[src/rtl/bf2_input_pair.sv]
`default_nettype none
// ============================================================================
// Module      : bf2_input_pair
// Description : Input commutator for one radix-2 FFT stage. Buffers the first
//               D samples of each 2*D-sample block. Each later sample is then
//               presented with the sample D positions before it as an (a, b)
//               operand pair for a downstream butterfly2 stage.
// Revision    : 1.0 - initial release
// ----------------------------------------------------------------------------
// Parameters  : WIDTH      - bits per real/imag component (signed)
//               DEPTH_LOG2 - log2 of pair distance D (D = 2**DEPTH_LOG2, >= 1)
// Ports       : CLK        in   clock, rising edge
//               RST        in   asynchronous active-low reset
//               valid_i    in   input sample present
//               ce         in   clock enable; low holds all state
//               sof_i      in   start-of-frame (only with BF2_PAIR_SOF_EN)
//               dr, di     in   input sample real / imaginary
//               valid_o    out  operand pair valid (registered)
//               ar, ai     out  earlier sample x[k] (registered)
//               br, bi     out  later sample x[k+D] (registered)
//               k_o        out  pair index k (registered)
// Options     : BF2_PAIR_SOF_EN - adds sof_i; an accepted sample with sof_i=1
//               restarts the block with that sample at index 0.
// ============================================================================
module bf2_input_pair #(
  parameter int WIDTH      = 8,
  parameter int DEPTH_LOG2 = 2
) (
  input  logic                  CLK,
  input  logic                  RST,
  input  logic                  valid_i,
  input  logic                  ce,
`ifdef BF2_PAIR_SOF_EN
  input  logic                  sof_i,
`endif
  input  logic [WIDTH-1:0]      dr,
  input  logic [WIDTH-1:0]      di,
  output logic                  valid_o,
  output logic [WIDTH-1:0]      ar,
  output logic [WIDTH-1:0]      ai,
  output logic [WIDTH-1:0]      br,
  output logic [WIDTH-1:0]      bi,
  output logic [DEPTH_LOG2-1:0] k_o
);

  localparam int                c_depth = 1 << DEPTH_LOG2;
  localparam logic [DEPTH_LOG2:0] c_one = {{DEPTH_LOG2{1'b0}}, 1'b1};

  // The state is the MSB of the block sample counter; r_idx holds the low
  // bits, i.e. the buffer slot (FILL) or pair index k (PAIR).
  typedef enum logic [0:0] {
    S_FILL = 1'b0,
    S_PAIR = 1'b1
  } state_t;

  state_t                r_state;
  state_t                w_state_nxt;
  logic [DEPTH_LOG2-1:0] r_idx;
  logic [DEPTH_LOG2-1:0] w_idx_nxt;
  logic [DEPTH_LOG2-1:0] w_widx;
  logic [DEPTH_LOG2:0]   w_cnt_nxt;
  logic                  w_accept;
  logic                  w_sof;
  logic                  w_write;
  logic                  w_emit;
  logic [2*WIDTH-1:0]    r_buf [c_depth];

  assign w_accept = valid_i & ce;

`ifdef BF2_PAIR_SOF_EN
  assign w_sof = w_accept & sof_i;
`else
  assign w_sof = 1'b0;
`endif

  // Next-state / control decode
  always_comb begin
    w_state_nxt = r_state;
    w_idx_nxt   = r_idx;
    w_cnt_nxt   = {r_state == S_PAIR, r_idx};
    w_write     = 1'b0;
    w_emit      = 1'b0;
    w_widx      = r_idx;
    if (w_accept) begin
      if (w_sof) begin
        // Restart: this sample becomes index 0, counter resumes at 1.
        w_cnt_nxt = c_one;
        w_write   = 1'b1;
        w_widx    = '0;
      end else begin
        // Counter width is exactly log2(2*D), so the add wraps for free.
        w_cnt_nxt = {r_state == S_PAIR, r_idx} + c_one;
        w_write   = (r_state == S_FILL);
        w_emit    = (r_state == S_PAIR);
      end
      w_state_nxt = w_cnt_nxt[DEPTH_LOG2] ? S_PAIR : S_FILL;
      w_idx_nxt   = w_cnt_nxt[DEPTH_LOG2-1:0];
    end
  end

  // State register
  always_ff @(posedge CLK or negedge RST) begin
    if (!RST) begin
      r_state <= S_FILL;
      r_idx   <= '0;
    end else begin
      r_state <= w_state_nxt;
      r_idx   <= w_idx_nxt;
    end
  end

  // Sample buffer: contents survive reset; stale data is never paired
  // because the counter restarts in FILL and overwrites before reading.
  always_ff @(posedge CLK) begin
    if (w_write) begin
      r_buf[w_widx] <= {dr, di};
    end
  end

  // Output registers: the pair read uses the pre-update slot r_idx, which
  // is the same-cycle read of buffer[cnt-D].
  always_ff @(posedge CLK or negedge RST) begin
    if (!RST) begin
      valid_o <= 1'b0;
      ar      <= '0;
      ai      <= '0;
      br      <= '0;
      bi      <= '0;
      k_o     <= '0;
    end else if (ce) begin
      valid_o <= w_emit;
      if (w_emit) begin
        ar  <= r_buf[r_idx][2*WIDTH-1:WIDTH];
        ai  <= r_buf[r_idx][WIDTH-1:0];
        br  <= dr;
        bi  <= di;
        k_o <= r_idx;
      end
    end
  end

endmodule
`default_nettype wire

[config.mk]
export PLATFORM = sky130hd
export DESIGN_NAME = bf2_input_pair
export DESIGN_NICKNAME = d
export VERILOG_FILES = /design/src/rtl/bf2_input_pair.sv
export SDC_FILE = /design/constraint.sdc
export NUM_CORES = 1
export LEC_CHECK = 0
export CAP_MARGIN = 20
export CORE_MARGIN = 5
export CORE_UTILIZATION = 57
export CTS_CLUSTER_SIZE = 8
export DETAILED_ROUTE_END_ITERATION = 7
export PLACE_DENSITY = 0.83
export SETUP_SLACK_MARGIN = 0.1
export SLEW_MARGIN = 20
export SYNTH_ARGS = -nofsm -noshare
export SYNTH_HDL_FRONTEND = slang
export SYNTH_SLANG_ARGS = --single-unit
[constraint.sdc]
create_clock -name CLK -period 6.7 [get_ports CLK]
set_input_delay 1.34 -clock CLK [delete_from_list [all_inputs] [get_ports CLK]]
set_output_delay 1.34 -clock CLK [all_outputs]
set_load 0.01 [all_outputs]
==> results of run 1 <==
[layer usage]
metal	track usage (%)	vias to the layer above	share of wire [%]
li1	-	817	-
met1	22.2	960	39
met2	29.3	54	54
met3	3.45	7	5.0
met4	8.29	0	1.5
met5	0	-	0
[final timing paths]
kind / startpoint / endpoint / slack (ns) / cells past startpoint
setup / recovery: ce / r_buf[0][0]$_DFFE_PP_ / 3.70 / 4
hold / removal: ar[0]$_DFFE_PN0P_ / ar[0]$_DFFE_PN0P_ / 0.51 / 1
setup reg to reg: r_idx[1]$_DFFE_PN0N_ / r_buf[3][4]$_DFFE_PP_ / 4.22 / 3
hold reg to reg: ar[0]$_DFFE_PN0P_ / ar[0]$_DFFE_PN0P_ / 0.51 / 1
max in group asynchronous: RST / r_idx[0]$_DFFE_PN0N_ / 5.00 / 1
min in group asynchronous: RST / br[4]$_DFFE_PN0P_ / 1.10 / 1
[worst max-delay path: stages]
cell and delay (ns):
clkdlybuf4s50_1 0.54, nand2_1 0.21, nor3b_2 0.63, buf_4 0.32
[power by group]
group | switching, mW | total, mW | internal, mW | leakage (nW)
Combinational | 0.198 | 0.579 | 0.381 | 0.580
Sequential | 0.122 | 0.939 | 0.817 | 1.03
Clock | 0.189 | 0.360 | 0.171 | 0.0968
[placed cells by master (no fill, tap or decap)]
cell	instances
edfxtp_1	64
clkdlybuf4s50_1	53
dfrtp_1	37
mux2_2	35
mux4_1	9
clkbuf_8	9
mux4_2	7
ha_1	4
clkinv_2	4
inv_1	3
nor3b_2	2
xnor2_1	2
clkbuf_1	2
buf_4	2
nand2_1	1
nand3_1	1
nor2_2	1
nor3b_4	1
nand3_2	1
o21ai_0	1
bufinv_16	1
buf_2	1
dfrtp_2	1
[cell families after synthesis]
group,Yosys count
multiplexers,51
flip-flops,102
XOR/XNOR,2
buffers and inverters,11
AO/OA/AOI/OAI,1
adder cells (fa/ha/maj),4
AND/OR/NAND/NOR,7
[registers in the layout, indices dropped and copies added (netlist names)]
name     cells
r_buf       64
ai           8
ar           8
bi           8
br           8
k_o          2
r_idx        2
r_state      1
valid_o      1
[area by class of cell]
cell class	count	area, um2
flip-flops and latches	102	2870
fillers	431	2030
multi-input cells	65	930
repair buffers	56	551
clock buffers	11	131
well taps	80	100
clock inverters	5	50.0
inverters	3	11.3
[through the flow]
| stage | hold WS [ns] | cells | area, um2 | util (%) |
|---|---|---|---|---|
| floorplan | 0.549 | 178 | 3850 | - |
| global placement | 0.487 | 306 | 4460 | 66.7 |
| detailed placement | 0.492 | 306 | 4460 | 66.8 |
| CTS | 0.512 | 322 | 4650 | 69.5 |
| global route | 0.522 | 322 | 4650 | 69.6 |
| finish | 0.507 | 322 | 4650 | 69.6 |
==> results.ini, run 1 <==
[yosys]
synth_top_family_by_area = multiplexers
async_reset_ff_share_pct = 37.3
synth-adder-area-share_pct = 1.30
synthCells = 178
synthSimpleGateAreaFrac_pct = 1.17
synthFlopType = edfxtp_1
yosysTopAreaCell = edfxtp_1
synth.top_cells.by_count = edfxtp_1 (64), dfrtp_1 (38), mux2_2 (35), mux4_1 (9), mux4_2 (7)
syn_area_um2 = 3850
synthTopCellsByArea = edfxtp_1 (50%), dfrtp_1 (25%), mux2_2 (10%)
ys_seq_area_share_pct = 74.6
synth_most_common_cell = edfxtp_1
syn_area_per_cell_um2 = 21.6
yosysTopAreaCellShare_pct = 49.9
yosysWarningCount = 0
synth_fp_nets = 202
synthXorXnorAreaFrac_pct = 0.455
synth_seq_cells = 102
synth-compound-area-share_pct = 0.130
synth_edf_count = 64
ys_types = 18
synth.area.mux_share_pct = 20.5

[floorplanning]
num_rows = 30
ioPinCount = 55
core_um2 = 6680
initial_core_util_pct = 57.6
die_w_um = 92.2
die_height_um = 92.2
die-area_um2 = 8500

[grt]
antenna_found_initial = 0
grt_overflow = 0
grt_pass1_wl_um = 11000
grt.total_usage_pct = 17.5
grt_pass1_vias = 2067
grt_max_degree = 39

[worst_setup_path]
required_ns = 6.75
critPathKind = primary input to flip-flop
worstPathMaxFanout = 10
endpoint_kind = flip-flop
worstSetupStartpointType = primary input
arrival_ns = 3.05

[status]
status = complete, no violations

[cells_and_area]
layout-drive-gt1-share_pct = 26.9
layout.nets = 261
antenna_cells = 0
synthToLayoutAreaGrowth_pct = 20.7

[power]
peakVddDrop_v = 0.000249
power_mw = 1.88
power_leakage_nw = 1.71
powerDensity_nw_per_um2 = 404

[route]
vias_per_cell = 5.71
routed_wl_um = 6520
antenna_left = 0
routed-via-count = 1838
wire_per_inst_um = 20.3
drt-pass1-iter-count = 4
route.detailed.drc = 0
initialDrtViolationCount = 143

[timing]
worst_slack_ns = 3.70
hold_viol = 0
maxSlewViolCount = 0
tightest_slew_ns = 0.932
timing.fmax_mhz = 334
maxSlewHeadroom_pct = 37.8
finalCriticalPeriod_ns = 3.00
final-setup-viol-count = 0
clock_skew_ns = 0.00720
grt_setup_unrepaired = false
tns_ns = 0
post-route-period-util_pct = 44.7

[clock_network]
clk_path_buf_depth = 2
post_cts_buffers = 0
clkSlewWorstSetupHoldPaths_ns = 0.08
cts_resized = 0
cts-htree-levels = 3
numCtsBuffers = 9
clkSinkCount = 102
holdBufCountCts = 0
ctsRootBufferMaster = clkbuf_8
cts_tree = yes
clk_latency_ns = 0.35

[flow_run]
maxCapViolCount = 0

[place]
dpl.hpwl_um = 4170
dpl_worst_slack_ns = 3.29
port_buffers = 54
routabilityCongestion = 0.670

[min_path]
hold_path.class = flip-flop to flip-flop

Note: power is estimated with default switching activity, not from simulation.
==> inputs of run 2 (changes only) <==
--- a/config.mk
+++ b/config.mk
@@ -7,10 +7,10 @@
 export LEC_CHECK = 0
 export CAP_MARGIN = 20
 export CORE_MARGIN = 5
-export CORE_UTILIZATION = 57
+export CORE_UTILIZATION = 54
 export CTS_CLUSTER_SIZE = 8
 export DETAILED_ROUTE_END_ITERATION = 7
-export PLACE_DENSITY = 0.83
+export PLACE_DENSITY = 0.79
 export SETUP_SLACK_MARGIN = 0.1
 export SLEW_MARGIN = 20
 export SYNTH_ARGS = -nofsm -noshare
==> constraint.sdc (replaced) <==
create_clock -name CLK -period 2.8 [get_ports CLK]
set_input_delay 0.56 -clock CLK [delete_from_list [all_inputs] [get_ports CLK]]
set_output_delay 0.56 -clock CLK [all_outputs]
set_load 0.01 [all_outputs]
==> results.ini, run 2 (synthesis gave the netlist of run 1 again) <==
[route]
initialDrtViolationCount = 101  ; -29%
route.detailed.drc = 0  ; unchanged
vias_per_cell = 5.23  ; -8.4%
antenna_left = 0  ; unchanged
drt-pass1-iter-count = 4  ; unchanged
wire_per_inst_um = 18.4  ; -9.0%
routed_wl_um = 6380  ; -2.3%
routed-via-count = 1809  ; -1.6%

[timing]
timing.fmax_mhz = 488
grt_setup_unrepaired = false
finalCriticalPeriod_ns = 2.05
timing.hold.ws_ns = 0.307  ; -0.200 ns
final-setup-viol-count = 0  ; unchanged
maxSlewViolCount = 0  ; unchanged
hold_viol = 0  ; unchanged
maxSlewHeadroom_pct = 38.4  ; +0.62 points
clock_skew_ns = 0.00983  ; +0.00263 ns
tns_ns = 0  ; unchanged
tightest_slew_ns = 0.924  ; -0.00829 ns
worst_slack_ns = 0.750  ; -2.95 ns
post-route-period-util_pct = 73.2

[clock_network]
ctsRootBufferMaster = clkbuf_8
clk_latency_ns = 0.35  ; about the same
clkSinkCount = 102  ; unchanged
holdBufCountCts = 0  ; unchanged
clkSlewWorstSetupHoldPaths_ns = 0.09  ; about the same
cts_resized = 0  ; unchanged
clk_path_buf_depth = 2  ; unchanged
numCtsBuffers = 9  ; unchanged
cts_tree = yes
post_cts_buffers = 0  ; unchanged
cts-htree-levels = 3  ; unchanged

[min_path]
hold_path.class = primary input to async pin

[place]
port_buffers = 54  ; unchanged
place_area_um2 = 4550  ; +1.9%
routabilityCongestion = 0.727  ; +8.5%
dpl_worst_slack_ns = 0.517  ; -2.77 ns
dpl.hpwl_um = 4240  ; +1.5%
dp_cells = 330  ; +7.8%

[worst_setup_path]
critPathKind = flip-flop to flip-flop
path_cells = ha_1, nand3_1, nor2_1, buf_4
worstPathMaxFanout = 21  ; +11
worst_r2r_path_depth = 4  ; +1
arrival_ns = 2.09  ; -0.96 ns
rrSetupSlack_ns = 0.75  ; -3.47 ns
worst_path_largest_cell_delay_ns = 0.96  ; +0.33 ns
worstSetupStartpointType = flip-flop
cp_slowest_cell = dfrtp_1
endpoint_kind = flip-flop
required_ns = 2.84  ; -3.91 ns
r2r-start = r_idx[1]$_DFFE_PN0N_
regToRegEndpoint = r_buf[3][5]$_DFFE_PP_

[cells_and_area]
layout.nets = 269  ; +3.1%
final_common_cell = edfxtp_1
largest_reg_flops = 64  ; unchanged
finish.instance_area_um2 = 4770  ; +2.7%
synthToLayoutAreaGrowth_pct = 23.9
fin_util_pct = 69.5  ; about the same
antenna_cells = 0  ; unchanged
layout-drive-gt1-share_pct = 29.2  ; +2.3 points
regMostFlops = r_buf
final-instance-count-excl-fill = 346  ; +7.5%
most-common-layout-cells = edfxtp_1 (64), clkdlybuf4s50_1 (53), dfrtp_1 (38), mux2_2 (35), clkbuf_8 (10)

[power]
power_leakage_nw = 1.76  ; +3.1%
p_sw_mw = 1.24  ; +140%
peakVddDrop_v = 0.000711  ; +190%
power_mw = 4.63  ; +150%
powerDensity_nw_per_um2 = 970  ; +140%
swShare_pct = 26.9  ; -0.27 points
intPower_mw = 3.39  ; +150%
p_clk_share_pct = 21.1  ; +1.9 points
pwr-share-seq_pct = 48.0  ; -2.0 points
combPwrFrac_pct = 30.9  ; about the same

[floorplanning]
core_um2 = 6870  ; +2.8%
ioPinCount = 55  ; unchanged
die_height_um = 94.5  ; +2.4%
num_rows = 30  ; unchanged
die-area_um2 = 8920  ; +5.0%
initial_core_util_pct = 56.1  ; -1.6 points
die_w_um = 94.5  ; +2.4%

[grt]
busiest_layer = met2
met1_usage_pct = 20.3  ; -1.9 points
antenna_found_initial = 0  ; unchanged
grt.total_usage_pct = 16.4  ; -1.1 points
grt_use_met2_pct = 27.5  ; -1.7 points
met3_usage_pct = 5.66  ; +2.2 points
grt_max_degree = 39  ; unchanged
grt_pass1_vias = 1994  ; -3.5%
grt_overflow = 0  ; unchanged
grt_pass1_wl_um = 10600  ; -3.5%

[flow_run]
maxCapViolCount = 0  ; unchanged

[status]
status = complete, no violations

==> run 2: cell count changes in the layout (fill, tap and decap cells not counted), moves of 2 or more <==
cell / delta
buf_4: +7
clkinv_2: -4
clkbuf_1: -2
clkinvlp_4: +2
==> run 2: power groups by stage <==
| stage | Sequential, mW | Clock (mW) | Combinational (mW) |
|---|---|---|---|
| after floorplan | 2.25 | 0 | 0.735 |
| after global placement | 2.25 | 0 | 1.43 |
| after detailed placement | 2.26 | 0 | 1.45 |
| after CTS | 2.23 | 1.00 | 1.46 |
| after global routing | 2.28 | 1.08 | 1.54 |
| final | 2.22 | 0.978 | 1.43 |
==> run 2: cell type report <==
cell class / instances / area (um2)
flip-flops and latches: 102 / 2870
clock inverters: 5 / 62.6
well taps: 96 / 120
repair buffers: 64 / 623
fillers: 462 / 2100
clock buffers: 11 / 163
inverters: 3 / 11.3
multi-input cells: 65 / 921
==> run 2: critical path: cells and delay by family (launching register included) <==
family | cells | cell delay [ns]
and+or+nand+nor | 2 | 0.22
adders and majority gates | 1 | 0.29
buffers and inverters | 1 | 0.27
DFF | 1 | 0.96
==> run 2: worst max path at each step <==
stage	startpoint	cells after the start	to	slack (ns)
final	r_idx[1]$_DFFE_PN0N_	4	r_buf[3][5]$_DFFE_PP_	0.75
after global routing	r_idx[0]$_DFFE_PN0N_	3	ai[7]$_DFFE_PN0P_	0.65
after CTS	r_idx[1]$_DFFE_PN0N_	4	r_buf[3][5]$_DFFE_PP_	0.72
after detailed placement	ce	4	br[2]$_DFFE_PN0P_	0.52
after global placement	ce	4	bi[3]$_DFFE_PN0P_	0.56
after floorplan	r_idx[1]$_DFFE_PN0N_	5	r_buf[1][0]$_DFFE_PP_	0.22
==> run 2: layer usage <==
metal	up-vias	wire, um
met3	8	300
met2	41	3420
met5	-	0
met1	928	2580
met4	0	75
li1	832	-
==> inputs of run 3 (changes only) <==
--- a/config.mk
+++ b/config.mk
@@ -7,10 +7,10 @@
 export LEC_CHECK = 0
 export CAP_MARGIN = 20
 export CORE_MARGIN = 5
-export CORE_UTILIZATION = 54
+export CORE_UTILIZATION = 48
 export CTS_CLUSTER_SIZE = 8
 export DETAILED_ROUTE_END_ITERATION = 7
-export PLACE_DENSITY = 0.79
+export PLACE_DENSITY = 0.74
 export SETUP_SLACK_MARGIN = 0.1
 export SLEW_MARGIN = 20
 export SYNTH_ARGS = -nofsm -noshare
==> constraint.sdc (replaced) <==
create_clock -name CLK -period 1.8 [get_ports CLK]
set_input_delay 0.36 -clock CLK [delete_from_list [all_inputs] [get_ports CLK]]
set_output_delay 0.36 -clock CLK [all_outputs]
set_load 0.01 [all_outputs]
==> results.ini, run 3 (synthesis gave the netlist of run 1 again) <==
[status]
status = complete, no violations

[worst_setup_path]
path_cells = clkdlybuf4s50_1
crit_family = buffers and inverters
worst_path_largest_cell_delay_ns = 0.55  ; -0.41 ns
arrival_ns = 1.25  ; -0.84 ns
endpoint_kind = output port
worstSetupStartpointType = flip-flop
cp_slowest_cell = clkdlybuf4s50_1
crit_buf_inv = 1  ; unchanged
critPathKind = flip-flop to output port
worstPathMaxFanout = 2  ; -90%
required_ns = 1.44  ; -1.40 ns

[timing]
clock_skew_ns = 0.00550  ; -0.00433 ns
finalCriticalPeriod_ns = 1.61
maxSlewViolCount = 0  ; unchanged
maxSlewHeadroom_pct = 66.6  ; +28 points
final-setup-viol-count = 0  ; unchanged
post-route-period-util_pct = 89.7
timing.fmax_mhz = 619
hold_viol = 0  ; unchanged
grt_setup_unrepaired = true
tightest_slew_ns = 0.502  ; -0.422 ns

[grt]
grt.total_usage_pct = 14.8  ; -1.6 points
grt_pass1_wl_um = 11100  ; +4.5%
antenna_found_initial = 0  ; unchanged
grt_overflow = 0  ; unchanged
grt_max_degree = 21  ; -46%
grt_pass1_vias = 2040  ; +2.3%

[power]
p_clk_share_pct = 20.5  ; -0.6 points
p_sw_mw = 1.93  ; +55%
power_leakage_nw = 1.85  ; +4.8%
powerDensity_nw_per_um2 = 1500  ; +54%
swShare_pct = 26.1  ; -0.73 points
intPower_mw = 5.45  ; +61%
pwr-share-seq_pct = 45.2  ; -2.8 points
combPwrFrac_pct = 34.3  ; +3.4 points
peakVddDrop_v = 0.000766  ; +7.7%

[floorplanning]
die-area_um2 = 9910  ; +11%
core_um2 = 7770  ; +13%
num_rows = 32  ; +6.7%
die_height_um = 99.6  ; +5.4%
die_w_um = 99.6  ; +5.4%
initial_core_util_pct = 49.6  ; -6.5 points
ioPinCount = 55  ; unchanged

[cells_and_area]
regMostFlops = r_buf
largest_reg_flops = 64  ; unchanged
most-common-layout-cells = edfxtp_1 (64), clkdlybuf4s50_1 (53), dfrtp_1 (38), mux2_2 (35), buf_4 (13)
antenna_cells = 0  ; unchanged
layout-drive-gt1-share_pct = 31.5  ; +2.3 points
seqCellArea_um2 = 2870  ; unchanged
final-instance-count-excl-fill = 362  ; +4.6%
layout.nets = 279  ; +3.7%
final_common_cell = edfxtp_1
nFillCells = 552  ; +19%
multi_input_area_um2 = 942  ; +2.3%
fin_util_pct = 63.5  ; -6.0 points
synthToLayoutAreaGrowth_pct = 28.1

[place]
routabilityCongestion = 0.744  ; +2.3%
dpl.hpwl_um = 4780  ; +13%
dp_cells = 345  ; +4.5%
port_buffers = 54  ; unchanged

[clock_network]
ctsRootBufferMaster = clkbuf_8
cts_tree = yes
post_cts_buffers = 0  ; unchanged
clkSlewWorstSetupHoldPaths_ns = 0.09  ; about the same
clk_latency_ns = 0.34  ; about the same
numCtsBuffers = 9  ; unchanged
clk_path_buf_depth = 2  ; unchanged
clkSinkCount = 102  ; unchanged
cts_resized = 0  ; unchanged
cts-htree-levels = 3  ; unchanged

[route]
routed-via-count = 1857  ; +2.7%
antenna_left = 0  ; unchanged
initialDrtViolationCount = 58  ; -43%
wire_per_inst_um = 18.7  ; +1.7%
routed_wl_um = 6780  ; +6.4%
vias_per_cell = 5.13  ; -1.9%
drt-pass1-iter-count = 5  ; +1
route.detailed.drc = 0  ; unchanged

[min_path]
hold_path.class = primary input to async pin

[flow_run]
maxCapViolCount = 0  ; unchanged

-- run 3: changes by cell type in the layout (fill, tap and decap cells not counted), moves of 2 or more --
cell,delta
buf_12,+5
buf_4,+4
clkinv_1,+2
clkinvlp_4,-2
inv_1,-2
nor3b_2,-3
nor3b_4,+3
-- run 3: metal layers --
layer | vias to the layer above | wire length [um] | global-route usage [%] | share of wire (%)
met5 | - | 0 | 0 | 0
met4 | 0 | 99 | 5.67 | 1.5
met3 | 8 | 192 | 2.95 | 2.8
met2 | 29 | 3660 | 25.3 | 54
met1 | 969 | 2830 | 18.8 | 42
li1 | 851 | - | - | -
-- run 3: worst paths after layout --
| check | startpoint | end | slack (ns) | depth (start not counted) |
|---|---|---|---|---|
| max in group asynchronous | RST | ar[2]$_DFFE_PN0P_ | 0.82 | 3 |
| max reg2reg | r_idx[0]$_DFFE_PN0N_ | r_buf[0][0]$_DFFE_PP_ | 0.20 | 5 |
| min | RST | br[4]$_DFFE_PN0P_ | 0.51 | 2 |
| min in group CLK | ar[2]$_DFFE_PN0P_ | ar[2]$_DFFE_PN0P_ | 0.51 | 1 |
| max | br[6]$_DFFE_PN0P_ | br[6] | 0.19 | 1 |
| min reg2reg | ar[2]$_DFFE_PN0P_ | ar[2]$_DFFE_PN0P_ | 0.51 | 1 |
-- run 3: layout make-up --
type | count | share of cell area [%]
sequential | 102 | 58.2
multi-input combinational | 65 | 19.1
timing repair buffer | 74 | 15.5
clock buffer | 11 | 2.87
tap | 102 | 2.59
clock inverter | 5 | 1.47
inverter | 3 | 0.279
-- run 3: repair_timing --
item | CTS | global route
endpoints found under the hold margin | 18 | 0
endpoints found under the setup margin | 0 | 5
hold buffers | 1 | 0
-- run 3: metrics by stage --
step	worst slack [ns]	instance area, um2	hold WS (ns)	setup TNS, ns	power [mW]
3_3_place_gp	-0.0229	4710	0.348	-0.377	5.89
6_report	0.185	4930	0.508	0	7.38
5_1_grt	0.0920	4930	0.524	0	7.79
4_1_cts	0.164	4930	0.501	0	7.49
3_5_place_dp	-0.0787	4710	0.354	-2.48	5.97
2_1_floorplan	0.0492	3900	0.0644	0	4.73
-- run 3: power by group through the flow --
stage	Sequential [mW]	Clock (mW)	Combinational, mW
global route	3.40	1.66	2.72
detailed placement	3.39	0	2.58
finish	3.34	1.51	2.53
global placement	3.37	0	2.52
floorplan	3.50	0	1.24
CTS	3.34	1.56	2.59
